==> config.mk <==
export PLATFORM = sky130hd
export DESIGN_NAME = alu_operand_stage
export DESIGN_NICKNAME = d
export VERILOG_FILES = /design/src/rtl/alu_operand_stage.sv
export SDC_FILE = /design/constraint.sdc
export NUM_CORES = 2
export LEC_CHECK = 0
export ABC_AREA = 0
export BUFFER_PORTS_ARGS = -buffer_cell sky130_fd_sc_hd__buf_2
export CORE_ASPECT_RATIO = 1.4
export CORE_MARGIN = 2
export CORE_UTILIZATION = 45
export CTS_CLUSTER_SIZE = 12
export DETAILED_ROUTE_END_ITERATION = 12
export PLACE_DENSITY = 0.69
export SYNTH_ARGS = -nofsm -noshare
export SYNTH_HDL_FRONTEND = slang
export SYNTH_SLANG_ARGS = --single-unit
==> constraint.sdc <==
create_clock -name clk -period 31 [get_ports clk]
set_clock_uncertainty 0.1 [all_clocks]
set_input_delay 3.1 -clock clk [delete_from_list [all_inputs] [get_ports clk]]
set_output_delay 3.1 -clock clk [all_outputs]
set_load 0.02 [all_outputs]
==> src/rtl/alu_operand_stage.sv <==
`default_nettype none
// ============================================================================
//  Module   : alu_operand_stage
//  Purpose  : Operand-fetch/issue stage in front of the single-cycle ALU.
//             Holds the 32-entry integer register file (x0 reads as zero),
//             selects register or immediate for operand B, and keeps one
//             valid/ready output entry that drives the ALU's a/b/opcode.
//  Options  : OPSTAGE_BYPASS_EN - when defined, a write-back in the accept
//             cycle that targets rs1/rs2 is forwarded into the captured
//             operand. When undefined, the pre-write value is captured.
//  Revision : 1.0 - initial release
// ============================================================================
module alu_operand_stage #(
    parameter int XLEN   = 32,
    parameter int REG_AW = 5
) (
    input  logic              clk,
    input  logic              reset,
    input  logic              in_valid,
    output logic              in_ready,
    input  logic [REG_AW-1:0] rs1,
    input  logic [REG_AW-1:0] rs2,
    input  logic [XLEN-1:0]   imm,
    input  logic              use_imm,
    input  logic [2:0]        op_in,
    input  logic              flush,
    input  logic              wb_we,
    input  logic [REG_AW-1:0] wb_addr,
    input  logic [XLEN-1:0]   wb_data,
    output logic              out_valid,
    input  logic              out_ready,
    output logic [XLEN-1:0]   a,
    output logic [XLEN-1:0]   b,
    output logic [2:0]        opcode,
    output logic              illegal_op
);

    localparam int c_NUM_REGS = 2 ** REG_AW;

    logic [XLEN-1:0] r_regs [c_NUM_REGS];

    logic            r_out_valid;
    logic [XLEN-1:0] r_a;
    logic [XLEN-1:0] r_b;
    logic [2:0]      r_opcode;
    logic            r_illegal;

    logic            w_accept;
    logic            w_wb_active;
    logic [XLEN-1:0] w_rs1_val;
    logic [XLEN-1:0] w_rs2_val;
    logic [XLEN-1:0] w_b_sel;
    logic            w_illegal;

    // Write-back is dropped for x0 so that entry never leaves zero.
    assign w_wb_active = wb_we && (wb_addr != '0);

    // Register file write port; reset clears every entry.
    always_ff @(posedge clk or posedge reset) begin
        if (reset) begin
            for (int i = 0; i < c_NUM_REGS; i++) begin
                r_regs[i] <= '0;
            end
        end else if (w_wb_active) begin
            r_regs[wb_addr] <= wb_data;
        end
    end

    // Combinational read ports, x0 forced to zero, optional same-cycle forwarding.
    always_comb begin
        w_rs1_val = (rs1 == '0) ? '0 : r_regs[rs1];
        w_rs2_val = (rs2 == '0) ? '0 : r_regs[rs2];
`ifdef OPSTAGE_BYPASS_EN
        if (w_wb_active && (wb_addr == rs1)) begin
            w_rs1_val = wb_data;
        end
        if (w_wb_active && (wb_addr == rs2)) begin
            w_rs2_val = wb_data;
        end
`endif
    end

    assign w_b_sel = use_imm ? imm : w_rs2_val;

    // Flag opcodes the ALU does not implement; the opcode itself passes through.
    always_comb begin
        w_illegal = 1'b1;
        case (op_in)
            3'b000, 3'b001, 3'b010, 3'b011, 3'b101: w_illegal = 1'b0;
            default:                                w_illegal = 1'b1;
        endcase
    end

    // Ready does not look at flush so the issuer sees a stable handshake.
    assign in_ready = !r_out_valid || out_ready;
    assign w_accept = in_valid && in_ready;

    // One-entry output register; flush wins over a simultaneous accept.
    always_ff @(posedge clk or posedge reset) begin
        if (reset) begin
            r_out_valid <= 1'b0;
            r_a         <= '0;
            r_b         <= '0;
            r_opcode    <= 3'b000;
            r_illegal   <= 1'b0;
        end else if (flush) begin
            r_out_valid <= 1'b0;
        end else if (w_accept) begin
            r_out_valid <= 1'b1;
            r_a         <= w_rs1_val;
            r_b         <= w_b_sel;
            r_opcode    <= op_in;
            r_illegal   <= w_illegal;
        end else if (out_ready) begin
            r_out_valid <= 1'b0;
        end
    end

    assign out_valid  = r_out_valid;
    assign a          = r_a;
    assign b          = r_b;
    assign opcode     = r_opcode;
    assign illegal_op = r_illegal;

endmodule
`default_nettype wire

==> results.md <==
- Clk_lat worst skew: 750 ps
- Post-cts repair resize count: 0
- Most Frequent Cell on Critical Path: buf_4
- CP required: 31480 ps
- Share of cells above drive strength 1: 45.58%
- Reg2reg setup slack: 27730 ps
- Reg clk slew, reported paths: 60 ps
- Pin count of the biggest net entering global routing: 82
- R2R depth: 7
- Worst setup path class: input pin to flop
- Crit path cell chain: buf_8 -> buf_4 -> buf_4 -> buf_4 -> buf_4 -> mux4_2 -> mux4_2 -> a211oi_1 -> a311oi_1
- Mapped Area: 57520 sq um
- Worst hold path class: flop to flop
- Initial core utilization: 45.21%
- CORE AREA: 127200 sq um
- Area growth from synthesis to layout: 8.425%
- Row count: 155
- Worst r2r src: out_valid
- Dpl hpwl: 104100 microns
- CP delay by family, top: buffers and inverters
- Final ANT Viol Nets: 0
- Final Hold Viols: 0
- Met1 Wirelength: 72000 microns
- Number of synthesized flops with an enable pin: 0
- Power Dens Cells: 62.92 nW/um^2
- DRC errors left: 0
- Number of DRC markers in iteration 0: 3748
- CP bufs+invs: 5
- Setup violators final: 0
- Root Driver: clkbuf_16
- CTS tree: done
- Vias in the first global route: 38890
- Mapped Avg Cell Area: 14.50 sq um
- Max Cap Viol: 0
- Die Width: 306.2 microns
- Pin slew with the least headroom to its limit: 1140 ps
- Height of the die: 427.0 microns
- Critical path fanouts, max: 56
- Setup TNS after final layout: 0 ps
- Met3 WL post-DR: 16210 microns
- Drt wl/cell: 33.26 microns
- Met2 wire len: 89310 microns
- Setup crit start: rs1[0]
- Fin nets: 3973
- Peak supply drop: 56.60 uV
- Top cell type's share of synthesized area: 47.55%
- Synth area leaders: dfrtp_1 48%, mux2_2 19%, mux4_2 16%
- Leakage: 26.89 nW
- Via count: 37850
- Top layer in use: met5
- Slowest stage delay, CP: 830 ps
- Maximum clock path buffer count: 3
- CTS Buf Count: 105
- DR vias/cell: 6.776
- Most common cell after layout, fill and taps aside: dfrtp_1
- Yosys reg bits: 1093
- Final wirelength: 185800 microns
- Sequential share of the synthesized area: 47.55%
- Total GRT Usage: 28.45%
- Status: finished, final reports clean
- I/O pin cnt: 159
- Endpoint kind of the worst setup timing path: flop
- Crit path DAT: 8120 ps
- Global route overflow: 0
- Port bufs: 158
- Count of cell types in the netlist: 48
- Tcrit/Tclk final: 24.64%
- Post-Syn Nets: 4056
- Most frequent cells in the layout: 1093 x dfrtp_1, 954 x mux2_2, 410 x mux4_2
- Sink Count: 1093
- Ys flop type: dfrtp_1
- Total Power: 3.924 mW
- Post-layout minimum cycle time: 7639 ps
- Hold-fix buffers at CTS: 0
- Slew margin rel.: 23.98%
- Crit path depth: 9
- Number of iterations in the first detailed-routing pass: 5
- Reg-to-Reg End: a[14]
- Slowest CP cell: buf_4
- Yosys warnings: 0
- Post-CTS setup buffer count: 0
- Ys async rst share: 100.0%
- Synth Instances: 3967
- DIE AREA: 130700 sq um
- First-pass GRT wire length: 272800 microns
- Initial antenna violation count: 21
- Crit start category: input pin
- Fmax: 130.9 MHz
- Hold path depth: 0
- Unrepaired setup endpoints after global routing: no
- Setup crit end: a[11]
- H-tree depth: 3
- Post-synth top area cell: dfrtp_1
- Final GP Congestion: 0.8227
- Final-report max-slew violation count: 0
cell families (layout without fill, tap and decap cells):
kind of cell           Yosys count  count (layout)  share of synthesized area, %
AOI/OAI and AO/OA              446             446                         5.597
buffers and inverters          445             407                         3.609
DFF                           1093            1093                         47.55
muxes                         1705            1705                         41.06
other                            0               9                             0
and+or+nand+nor                278             278                         2.178
report_power, final:
part | switching [mW] | internal, mW | total [mW] | leakage, nW
combinational | 0.343 | 0.470 | 0.813 | 11.5
sequential | 0.212 | 1.70 | 1.91 | 14.0
clock | 0.561 | 0.641 | 1.20 | 1.47
through the flow:
| stage | setup WS (ps) | util, % | instance area, sq um | hold slack (ps) | instances |
|---|---|---|---|---|---|
| floorplan | 12720 | - | 57520 | 338.8 | 3967 |
| global placement | 22500 | 46.62 | 59320 | 278.8 | 5425 |
| detailed placement | 22480 | 46.62 | 59320 | 281.2 | 5425 |
| CTS | 23260 | 49.00 | 62340 | 296.5 | 5577 |
| global route | 22630 | 49.01 | 62350 | 310.5 | 5581 |
| finish | 23360 | 49.02 | 62360 | 299.8 | 5586 |
synthesized netlist by cell type (48+ instances only):
cell      instances
buf_2            96
nand2_1         143
mux2i_1         160
mux2_1          181
buf_1            48
mux4_2          410
clkbuf_1        247
a211oi_1        102
a21oi_1          79
nor2_1           51
o22ai_1          52
dfrtp_1        1093
mux2_2          954
state kept, by name, summed over array words and instances (netlist names):
signal	flops
a	32
b	32
illegal_op	1
opcode	3
out_valid	1
r_regs	1024
area by class of cell:
cell class | instances | area [sq um]
fillers | 10880 | 64860
multi-input cells | 2429 | 28330
flip-flops and latches | 1093 | 27350
clock buffers | 141 | 2873
well taps | 1648 | 2062
repair buffers | 250 | 1554
clock inverters | 11 | 150.1
inverters | 5 | 22.52
diodes | 9 | 22.52
worst reg2reg max path, stage by stage, from the launching register on:
cell     delay (ps)
dfrtp_1         380
nor2b_1         200
inv_1            70
buf_4           450
nand2_4         570
nor2_2          720
buf_4           440
a32o_1          240
worst min-delay path by stage:
stage                            start  slack [ps]           end
after floorplan           r_regs[1000]         340  r_regs[1000]
after global placement     r_regs[992]         280   r_regs[992]
after detailed placement  r_regs[1017]         280  r_regs[1017]
after CTS                 r_regs[1000]         300  r_regs[1000]
after global routing      r_regs[1013]         310  r_regs[1013]
final                     r_regs[1014]         300  r_regs[1014]
metal layers:
layer	vias up	track usage, %
met4	12	11.99
met5	-	0
li1	15080	-
met1	20580	36.50
met3	446	6.304
met2	1732	46.77
No activity file was read; power rests on OpenSTA's default activity.
